--- src/rtl/ps2_pkg.sv ---
`default_nettype none
// ============================================================================
// ps2_pkg : frame constants, FSM encoding and parity helper for ps2_rx
// Revision: 1.0
// ============================================================================
package ps2_pkg;

  localparam int PS2_FRAME_BITS         = 11;
  localparam int DEFAULT_DEPTH          = 8;
  localparam int DEFAULT_TIMEOUT_CYCLES = 50000;

  localparam int                 STATE_W  = 1;
  localparam logic [STATE_W-1:0] ST_IDLE  = 1'b0;
  localparam logic [STATE_W-1:0] ST_SHIFT = 1'b1;

  // Counter value on the edge that carries the stop bit
  localparam logic [3:0] LAST_BIT = 4'(PS2_FRAME_BITS - 1);

  function automatic logic odd_parity_ok(input logic [7:0] d, input logic p);
    return ^{d, p};
  endfunction

endpackage
`default_nettype wire

--- src/rtl/ps2_fifo.sv ---
`default_nettype none
// ============================================================================
// ps2_fifo : first-word-fall-through scan-code FIFO, pointer MSB marks wrap
// Revision: 1.0
// ============================================================================
module ps2_fifo #(
  parameter int DEPTH = 8
) (
  input  logic       clk,
  input  logic       clrn,
  input  logic       push,
  input  logic [7:0] din,
  input  logic       pop,
  output logic [7:0] dout,
  output logic       full,
  output logic       empty
);

  localparam int            AW      = $clog2(DEPTH);
  localparam logic [AW:0]   PTR_ONE = (AW + 1)'(1);

  logic [AW:0] wr_ptr_q, wr_ptr_d;
  logic [AW:0] rd_ptr_q, rd_ptr_d;
  logic [7:0]  mem_q [DEPTH];
  logic        wr_en;
  logic        rd_en;

  assign empty = (wr_ptr_q == rd_ptr_q);
  assign full  = (wr_ptr_q[AW-1:0] == rd_ptr_q[AW-1:0]) && (wr_ptr_q[AW] != rd_ptr_q[AW]);
  assign dout  = mem_q[rd_ptr_q[AW-1:0]];

  // A pop in the same cycle frees the slot that the push overwrites
  assign rd_en = pop && !empty;
  assign wr_en = push && (!full || rd_en);

  always_comb begin
    wr_ptr_d = wr_ptr_q;
    rd_ptr_d = rd_ptr_q;
    if (wr_en) wr_ptr_d = wr_ptr_q + PTR_ONE;
    if (rd_en) rd_ptr_d = rd_ptr_q + PTR_ONE;
  end

  always_ff @(posedge clk or negedge clrn) begin
    if (!clrn) begin
      wr_ptr_q <= '0;
      rd_ptr_q <= '0;
    end else begin
      wr_ptr_q <= wr_ptr_d;
      rd_ptr_q <= rd_ptr_d;
    end
  end

  always_ff @(posedge clk) begin
    if (wr_en) mem_q[wr_ptr_q[AW-1:0]] <= din;
  end

endmodule
`default_nettype wire

--- src/rtl/ps2_rx.sv ---
`default_nettype none
// ============================================================================
// ps2_rx : PS/2 device-to-host frame receiver feeding a scan-code FIFO
// Revision: 1.0
// ============================================================================
module ps2_rx
  import ps2_pkg::*;
#(
  parameter int DEPTH          = DEFAULT_DEPTH,
  parameter int TIMEOUT_CYCLES = DEFAULT_TIMEOUT_CYCLES
) (
  input  logic       clk,
  input  logic       clrn,
  input  logic       ps2_clk,
  input  logic       ps2_data,
  input  logic       rdn,
  output logic [7:0] data,
  output logic       ready,
  output logic       overflow,
  output logic       frame_err
);

  localparam int              TO_W    = $clog2(TIMEOUT_CYCLES + 1);
  localparam logic [TO_W-1:0] TO_LAST = TO_W'(TIMEOUT_CYCLES - 1);
  localparam logic [TO_W-1:0] TO_ONE  = TO_W'(1);

  logic [2:0]         clk_sync_q, clk_sync_d;
  logic [2:0]         dat_sync_q, dat_sync_d;
  logic               rdn_q, rdn_d;
  logic [STATE_W-1:0] state_q, state_d;
  logic [3:0]         bit_cnt_q, bit_cnt_d;
  logic [9:0]         shreg_q, shreg_d;
  logic [TO_W-1:0]    to_cnt_q, to_cnt_d;
  logic               overflow_q, overflow_d;
  logic               frame_err_q, frame_err_d;

  logic w_fall;
  logic w_bit_in;
  logic w_frame_done;
  logic w_frame_ok;
  logic w_pop;
  logic w_push;
  logic w_fifo_full;
  logic w_fifo_empty;

  assign w_fall   = (clk_sync_q[2:1] == 2'b10);
  assign w_bit_in = dat_sync_q[2];

  always_ff @(posedge clk or negedge clrn) begin
    if (!clrn) begin
      clk_sync_q  <= '1;
      dat_sync_q  <= '1;
      rdn_q       <= 1'b1;
      state_q     <= ST_IDLE;
      bit_cnt_q   <= '0;
      shreg_q     <= '0;
      to_cnt_q    <= '0;
      overflow_q  <= 1'b0;
      frame_err_q <= 1'b0;
    end else begin
      clk_sync_q  <= clk_sync_d;
      dat_sync_q  <= dat_sync_d;
      rdn_q       <= rdn_d;
      state_q     <= state_d;
      bit_cnt_q   <= bit_cnt_d;
      shreg_q     <= shreg_d;
      to_cnt_q    <= to_cnt_d;
      overflow_q  <= overflow_d;
      frame_err_q <= frame_err_d;
    end
  end

  // Bits shift in from the top so start lands in [0], parity in [9]
  always_comb begin
    clk_sync_d = {clk_sync_q[1:0], ps2_clk};
    dat_sync_d = {dat_sync_q[1:0], ps2_data};
    rdn_d      = rdn;
    state_d    = state_q;
    bit_cnt_d  = bit_cnt_q;
    shreg_d    = shreg_q;
    to_cnt_d   = '0;
    case (state_q)
      ST_IDLE: begin
        if (w_fall) begin
          shreg_d   = {w_bit_in, shreg_q[9:1]};
          bit_cnt_d = 4'd1;
          state_d   = ST_SHIFT;
        end
      end
      ST_SHIFT: begin
        if (w_fall) begin
          if (bit_cnt_q == LAST_BIT) begin
            bit_cnt_d = '0;
            state_d   = ST_IDLE;
          end else begin
            shreg_d   = {w_bit_in, shreg_q[9:1]};
            bit_cnt_d = bit_cnt_q + 4'd1;
          end
        end else if (to_cnt_q == TO_LAST) begin
          bit_cnt_d = '0;
          state_d   = ST_IDLE;
        end else begin
          to_cnt_d = to_cnt_q + TO_ONE;
        end
      end
      default: begin
        bit_cnt_d = '0;
        state_d   = ST_IDLE;
      end
    endcase
  end

  always_comb begin
    w_frame_done = (state_q == ST_SHIFT) && w_fall && (bit_cnt_q == LAST_BIT);
    w_frame_ok   = w_frame_done && !shreg_q[0] && w_bit_in &&
                   odd_parity_ok(shreg_q[8:1], shreg_q[9]);
    w_pop        = rdn_q && !rdn && !w_fifo_empty;
    w_push       = w_frame_ok && (!w_fifo_full || w_pop);
    frame_err_d  = w_frame_done && !w_frame_ok;
    overflow_d   = overflow_q;
    if (w_pop) overflow_d = 1'b0;
    if (w_frame_ok && w_fifo_full && !w_pop) overflow_d = 1'b1;
  end

  ps2_fifo #(
    .DEPTH (DEPTH)
  ) u_fifo (
    .clk   (clk),
    .clrn  (clrn),
    .push  (w_push),
    .din   (shreg_q[8:1]),
    .pop   (w_pop),
    .dout  (data),
    .full  (w_fifo_full),
    .empty (w_fifo_empty)
  );

  assign ready     = !w_fifo_empty;
  assign overflow  = overflow_q;
  assign frame_err = frame_err_q;

endmodule
`default_nettype wire

--- config.mk ---
export PLATFORM = sky130hd
export DESIGN_NAME = ps2_rx
export DESIGN_NICKNAME = d
export VERILOG_FILES = /design/src/rtl/ps2_pkg.sv /design/src/rtl/ps2_fifo.sv /design/src/rtl/ps2_rx.sv
export SDC_FILE = /design/constraint.sdc
export NUM_CORES = 1
export LEC_CHECK = 0
export BUFFER_PORTS_ARGS = -buffer_cell sky130_fd_sc_hd__clkbuf_2
export CAP_MARGIN = 20
export CORE_MARGIN = 5
export CORE_UTILIZATION = 66
export CTS_CLUSTER_SIZE = 14
export DETAILED_ROUTE_END_ITERATION = 16
export PLACE_DENSITY = 0.84
export SLEW_MARGIN = 20
export SYNTH_ARGS = -nofsm -noshare
export SYNTH_HDL_FRONTEND = slang
export SYNTH_SLANG_ARGS = --single-unit
--- constraint.sdc ---
create_clock -name clk -period 6.45 [get_ports clk]
set_clock_uncertainty 0.1 [all_clocks]
set_input_delay 0.3225 -clock clk [delete_from_list [all_inputs] [get_ports clk]]
set_output_delay 0.3225 -clock clk [all_outputs]
set_load 0.02 [all_outputs]
==> results.yml, run 1 <==
outcome:
  outcome: "finished clean"
global_routing:
  grt_pass1_wl_um: 13150
  grt_max_degree: 49
  grt_pass1_vias: 2519
  antenna_found_initial: 0
  grt_usage_pct: 20.08
  gr-total-overflow: 0
synthesis:
  ys_ff_latch: 112
  syn_nets: 300
  synth_most_common_cell: "edfxtp_1"
  synth_area_leader_cell: "edfxtp_1"
  synth_edf_count: 64
  ys_seq_area_share_pct: 66.55
  synth_top_area_share_pct: 40.84
  synthTopCellsByArea: "edfxtp_1 (41%), dfrtp_1 (22%), mux4_2 (7.7%)"
  synth_ff_type: "edfxtp_1"
  synth.distinct_cells: 47
  avgSynthCellArea_um2: 16.23
  yosysWarnings: 0
  ys_top_cells_by_count: "edfxtp_1 (64), dfrtp_1 (41), nor2_1 (22), mux2_2 (19), xor2_1 (17)"
  async_flop_share_pct: 42.86
  synth_area_um2: 4706
  syn_inst: 290
hold_path:
  worst_hold_path_type: "reg -> reg"
finish:
  drive_gt1_share_pct: 26.27
  design_area_um2: 5112
  diodes: 0
  post-route-util_pct: 74.43
  layout.nets: 321
  synthToLayoutAreaGrowth_pct: 8.641
timing:
  timing.final.crit_share_pct: 42.96
  setup_tns_ns: 0
  fin_ws_ns: 3.679
  min_period_ns: 2.771
  finalSetupViolCount: 0
  drv_slew: 0
  rsz0062_at_grt: "false"
  relSlewSlack_pct: 45.29
  worstMarginPinSlew_ns: 0.8206
  hold_violations: 0
  fmax_mhz: 360.9
placement:
  io_buffers: 15
  dp_slack_ns: 3.450
  gp_congestion: 0.7806
  place_hpwl_um: 5192
  place_area_um2: 4865
worst_setup_path:
  reg2reg_depth: 5
  critPathTopFamily: "simple AND/OR/NAND/NOR gates"
  cp-end-kind: "flip-flop"
  path_depth: 5
  critPathCapture: "u_fifo.mem_q[4][2]"
  cp.arrival_ns: 2.68
  critPathMaxFanout: 11
  rrSetupSlack_ns: 3.68
  crit_chain: "xnor2_1 > xnor3_2 > xnor2_4 > nor3_4 > and4bb_1"
  slowest_delay_ns: 0.62
  critPathBufInv: 0
  critPathRequiredTime_ns: 6.36
  cp-start-kind: "flip-flop"
  critPathKind: "reg -> reg"
  crit_start: "shreg_q[8]"
  worstReg2RegStart: "shreg_q[8]"
  crit_slowest_cell: "dfrtp_1"
  r2r-end: "u_fifo.mem_q[4][2]"
floorplanning:
  dieArea_um2: 8919
  core-area_um2: 6869
  ios: 16
  rows: 30
  die_w_um: 94.44
  die_y_um: 94.44
  initial_core_util_pct: 68.51
drt:
  drc_errors: 0
  final_antenna_net_count: 0
  firstDrtPassIters: 4
  via_per_inst: 5.857
  vias: 2413
  first_iter_violations: 171
  wl_per_cell_um: 18.85
  routed_wl_um: 7766
clock_network:
  cts.sinks: 112
  clk_pin_slew_ns: 0.09
  cts_max_path_buffers: 2
  cts_root_buf: "clkbuf_8"
  postCtsSetupRepairBufs: 0
  htreeDepth: 3
  clk_latency_ns: 0.35
  cts_buffers: 9
  cts_tree: "built"
pwr:
  finalPower_uw: 1968
  power.leakage_uw: 0.001897
  ir_drop_mv: 0.2113
  powerDensity_nw_per_um2: 384.9
job:
  maxCapViolations: 0
[through the flow]
stage / instances / hold WS, ns
finish: 412 / 0.2610
global placement: 392 / 0.2467
detailed placement: 392 / 0.2482
floorplan: 290 / -0.07309
global route: 412 / 0.2679
CTS: 412 / 0.2617
[worst min-delay path by stage]
stage / endpoint / slack, ns / cells past startpoint / from
3_5_place_dp: dat_sync_q[1] / 0.25 / 0 / dat_sync_q[0]
4_1_cts: dat_sync_q[1] / 0.26 / 0 / dat_sync_q[0]
2_1_floorplan: bit_cnt_q[0] / -0.07 / 0 / clrn
6_report: dat_sync_q[1] / 0.26 / 0 / dat_sync_q[0]
3_3_place_gp: dat_sync_q[2] / 0.25 / 0 / dat_sync_q[1]
5_1_grt: dat_sync_q[2] / 0.27 / 0 / dat_sync_q[1]
[per-layer routing]
layer  vias to the layer above  GRT usage [%]  wire [um]
met5                         -              0          0
met1                      1218          27.65       3356
met4                         0          6.378         93
met3                         8          3.426        286
li1                       1130              -          -
met2                        57          33.16       4029
[repair_timing]
action | in CTS | in global routing
resized for setup | 0 | 0
endpoints found under the hold margin | 44 | 0
endpoints found under the setup margin | 0 | 0
hold buffers | 4 | 0
[layout by cell type, fill, tap and decap left out, types with 7 or more instances in the layout]
master	n
edfxtp_1	64
nand2_1	9
mux4_2	16
xnor2_1	11
clkbuf_8	9
mux2_2	19
nor2_1	22
nand3_1	13
clkbuf_2	15
xor2_1	17
dfrtp_1	40
dfstp_2	7
[cells by family (layout without fill, tap and decap cells)]
kind of cell / after synthesis / in the layout / synth area share (%)
compound gates: 14 / 14 / 2.180
xor+xnor: 30 / 30 / 6.301
fa+ha+maj: 5 / 5 / 1.329
buf+inv: 16 / 42 / 1.409
flops: 112 / 112 / 66.55
mux: 36 / 36 / 12.52
simple gates: 77 / 77 / 9.705
[power breakdown]
part | leakage (uW) | switching (uW) | internal [uW] | total (uW)
sequential | 0.00117 | 172 | 857 | 1030
combinational | 0.000632 | 239 | 298 | 538
clock | 0.0000921 | 219 | 182 | 401
total | 0.00190 | 630 | 1340 | 1970
[area by class of cell]
class / instances / area (um^2)
flip-flops and latches: 112 / 3133
fillers: 447 / 1757
multi-input cells: 162 / 1518
clock buffers: 10 / 127.6
repair buffers: 20 / 122.6
well taps: 96 / 120.1
clock inverters: 6 / 68.82
inverters: 6 / 22.52
[flip-flops by register name, indices dropped and copies added, names as in the netlist]
register	cells
to_cnt_q	16
u_fifo.wr_ptr_q	4
u_fifo.mem_q	64
shreg_q	10
frame_err	1
state_q	1
overflow	1
bit_cnt_q	4
rdn_q	1
u_fifo.rd_ptr_q	4
dat_sync_q	3
clk_sync_q	3
Power figures use the tool's default switching activity.
==> run 2, diff against run 1 <==
--- a/config.mk
+++ b/config.mk
@@ -8,10 +8,10 @@
 export BUFFER_PORTS_ARGS = -buffer_cell sky130_fd_sc_hd__clkbuf_2
 export CAP_MARGIN = 20
 export CORE_MARGIN = 5
-export CORE_UTILIZATION = 66
+export CORE_UTILIZATION = 55
 export CTS_CLUSTER_SIZE = 14
 export DETAILED_ROUTE_END_ITERATION = 16
-export PLACE_DENSITY = 0.84
+export PLACE_DENSITY = 0.75
 export SLEW_MARGIN = 20
 export SYNTH_ARGS = -nofsm -noshare
 export SYNTH_HDL_FRONTEND = slang
==> constraint.sdc (replaced) <==
create_clock -name clk -period 2.3 [get_ports clk]
set_clock_uncertainty 0.1 [all_clocks]
set_input_delay 0.115 -clock clk [delete_from_list [all_inputs] [get_ports clk]]
set_output_delay 0.115 -clock clk [all_outputs]
set_load 0.02 [all_outputs]
==> run 2 against run 1 <==
  * Final area grew 4.4%
  * Utilization is 9.8 points lower
  * First-iteration DRC count down 46%
  * Final cell count grew 8.5%
  * Combinational power grew to 4.1 times the previous value
  * Sequential power is 140% higher
  * Sequential share of layout area decreased by 2.6 points
  * Critical endpoint is now u_fifo.mem_q[3][3]
  * Largest power group unchanged
==> results.yml, run 2 (same netlist as run 1, synthesis figures left out) <==
floorplanning:
  core-area_um2: 8258
  dieArea_um2: 10510
  die_w_um: 102.5
  initial_core_util_pct: 56.98
  rows: 33
  die_y_um: 102.5
  ios: 16
hold_path:
  worst_hold_path_type: "in -> async"
timing:
  hold_violations: 0
  drv_slew: 0
  relSlewSlack_pct: 60.33
  min_period_ns: 2.263
  finalSetupViolCount: 0
  rsz0062_at_grt: "true"
  timing.final.crit_share_pct: 98.37
  fin_ws_ns: 0.03740
  worstMarginPinSlew_ns: 0.5951
  setup_tns_ns: 0
  fmax_mhz: 442.0
global_routing:
  grt_pass1_wl_um: 13520
  grt_usage_pct: 17.51
  antenna_found_initial: 0
  gr-total-overflow: 0
  grt_pass1_vias: 2539
  grt_max_degree: 49
drt:
  drc_errors: 0
  wl_met3_um: 444
  wirelength_met1_um: 3573
  top_layer: "met4"
  firstDrtPassIters: 4
  final_antenna_net_count: 0
  via_per_inst: 5.611
  wl_met2_um: 4176
  routed_wl_um: 8327
  vias: 2508
  first_iter_violations: 93
  wl_per_cell_um: 18.63
finish:
  final_common_cell: "edfxtp_1"
  multiInputGateArea_um2: 1523
  seq_area_um2: 3133
  design_area_um2: 5335
  layout.nets: 347
  layout_common_cells: "edfxtp_1 (64), dfrtp_1 (40), buf_4 (24), nor2_1 (22), mux2_2 (19)"
  drive_gt1_share_pct: 33.04
  largest_register_ffs: 64
  post-route-util_pct: 64.61
  nFillCells: 593
  diodes: 0
  synthToLayoutAreaGrowth_pct: 13.37
  instances_no_fill: 447
worst_setup_path:
  critPathMaxFanout: 8
  cp-end-kind: "flip-flop"
  reg2reg_depth: 6
  cp-start-kind: "flip-flop"
  cp.arrival_ns: 2.24
  critPathKind: "reg -> reg"
  critPathRequiredTime_ns: 2.28
pwr:
  p_seq_share_pct: 43.6
  swShare_pct: 32.25
  ir_drop_mv: 0.5455
  clkPwrFrac_pct: 18.3
  power_frac_comb_pct: 38.1
  power.leakage_uw: 0.002002
  power_switching_uw: 1863
  powerDensity_nw_per_um2: 1083
  power.internal_uw: 3915
placement:
  dp_cells: 424
  place_area_um2: 5051
  dp_slack_ns: 0.006902
  place_hpwl_um: 5703
  io_buffers: 15
  gp_congestion: 0.7806
outcome:
  outcome: "finished clean"
job:
  maxCapViolations: 0
clock_network:
  htreeDepth: 3
  cts_buffers: 9
  cts_max_path_buffers: 2
  cts_tree: "built"
  cts_root_buf: "clkbuf_8"
  clk_latency_ns: 0.38
  clk_pin_slew_ns: 0.10
  cts.sinks: 112
[run 2: cell count changes in the layout (fill, tap and decap cells not counted), moves of 2 or more]
cell / previous run / this run
and4b_1: 2 / 0
and4b_4: 0 / 2
and4bb_1: 2 / 0
and4bb_4: 0 / 2
buf_4: 1 / 24
inv_6: 0 / 2
[run 2: worst max-delay path: stages (launching register included)]
cell and delay [ns]:
dfrtp_1 0.40, xnor2_1 0.23, xnor3_2 0.42, xnor2_4 0.17, nor3_4 0.14, buf_4 0.17, and4b_2 0.34
[run 2: through the flow]
stage	hold WS, ns	total power [uW]
global placement	0.1061	4654
floorplan	-0.2806	4036
global route	0.2681	6076
finish	0.2588	5778
detailed placement	0.1050	4707
CTS	0.2513	5765
[run 2: layout make-up]
type / count / area share (%)
clock buffers: 11 / 2.462
clock inverters: 5 / 0.7974
inverters: 6 / 0.4221
multi-input cells: 162 / 28.54
flip-flops and latches: 112 / 58.72
well taps: 105 / 2.462
repair buffers: 46 / 6.590
[run 2: final timing paths]
| kind | start | to | slack, ns |
|---|---|---|---|
| worst min-delay path | clrn | to_cnt_q[8] | 0.26 |
| min in group clk | clk_sync_q[0] | clk_sync_q[1] | 0.26 |
| worst max-delay path | shreg_q[4] | u_fifo.mem_q[3][3] | 0.04 |
| worst max register to register | shreg_q[4] | u_fifo.mem_q[3][3] | 0.04 |
| worst min register to register | clk_sync_q[0] | clk_sync_q[1] | 0.26 |
| max in group asynchronous | clrn | u_fifo.rd_ptr_q[0] | 1.42 |
[run 2: per-layer routing]
metal,GRT usage (%),up-vias
li1,-,1176
met1,24.01,1265
met2,28.05,56
met3,3.789,11
met4,6.054,0
met5,0,-
[run 2: power by group through the flow]
stage	clock network, uW	logic, uW	registers (uW)
after floorplan	0	1430	2600
after global placement	0	2110	2540
after detailed placement	0	2160	2550
after CTS	1080	2180	2510
after global routing	1160	2380	2540
final	1050	2200	2520
[run 2: timing repair]
item	CTS	global route
hold buffers	4	0
cloned	0	2
pin swaps	0	4
gates resized for setup	4	6
endpoints found under the hold margin	44	0
setup endpoints to repair	18	72
buffers inserted	0	1
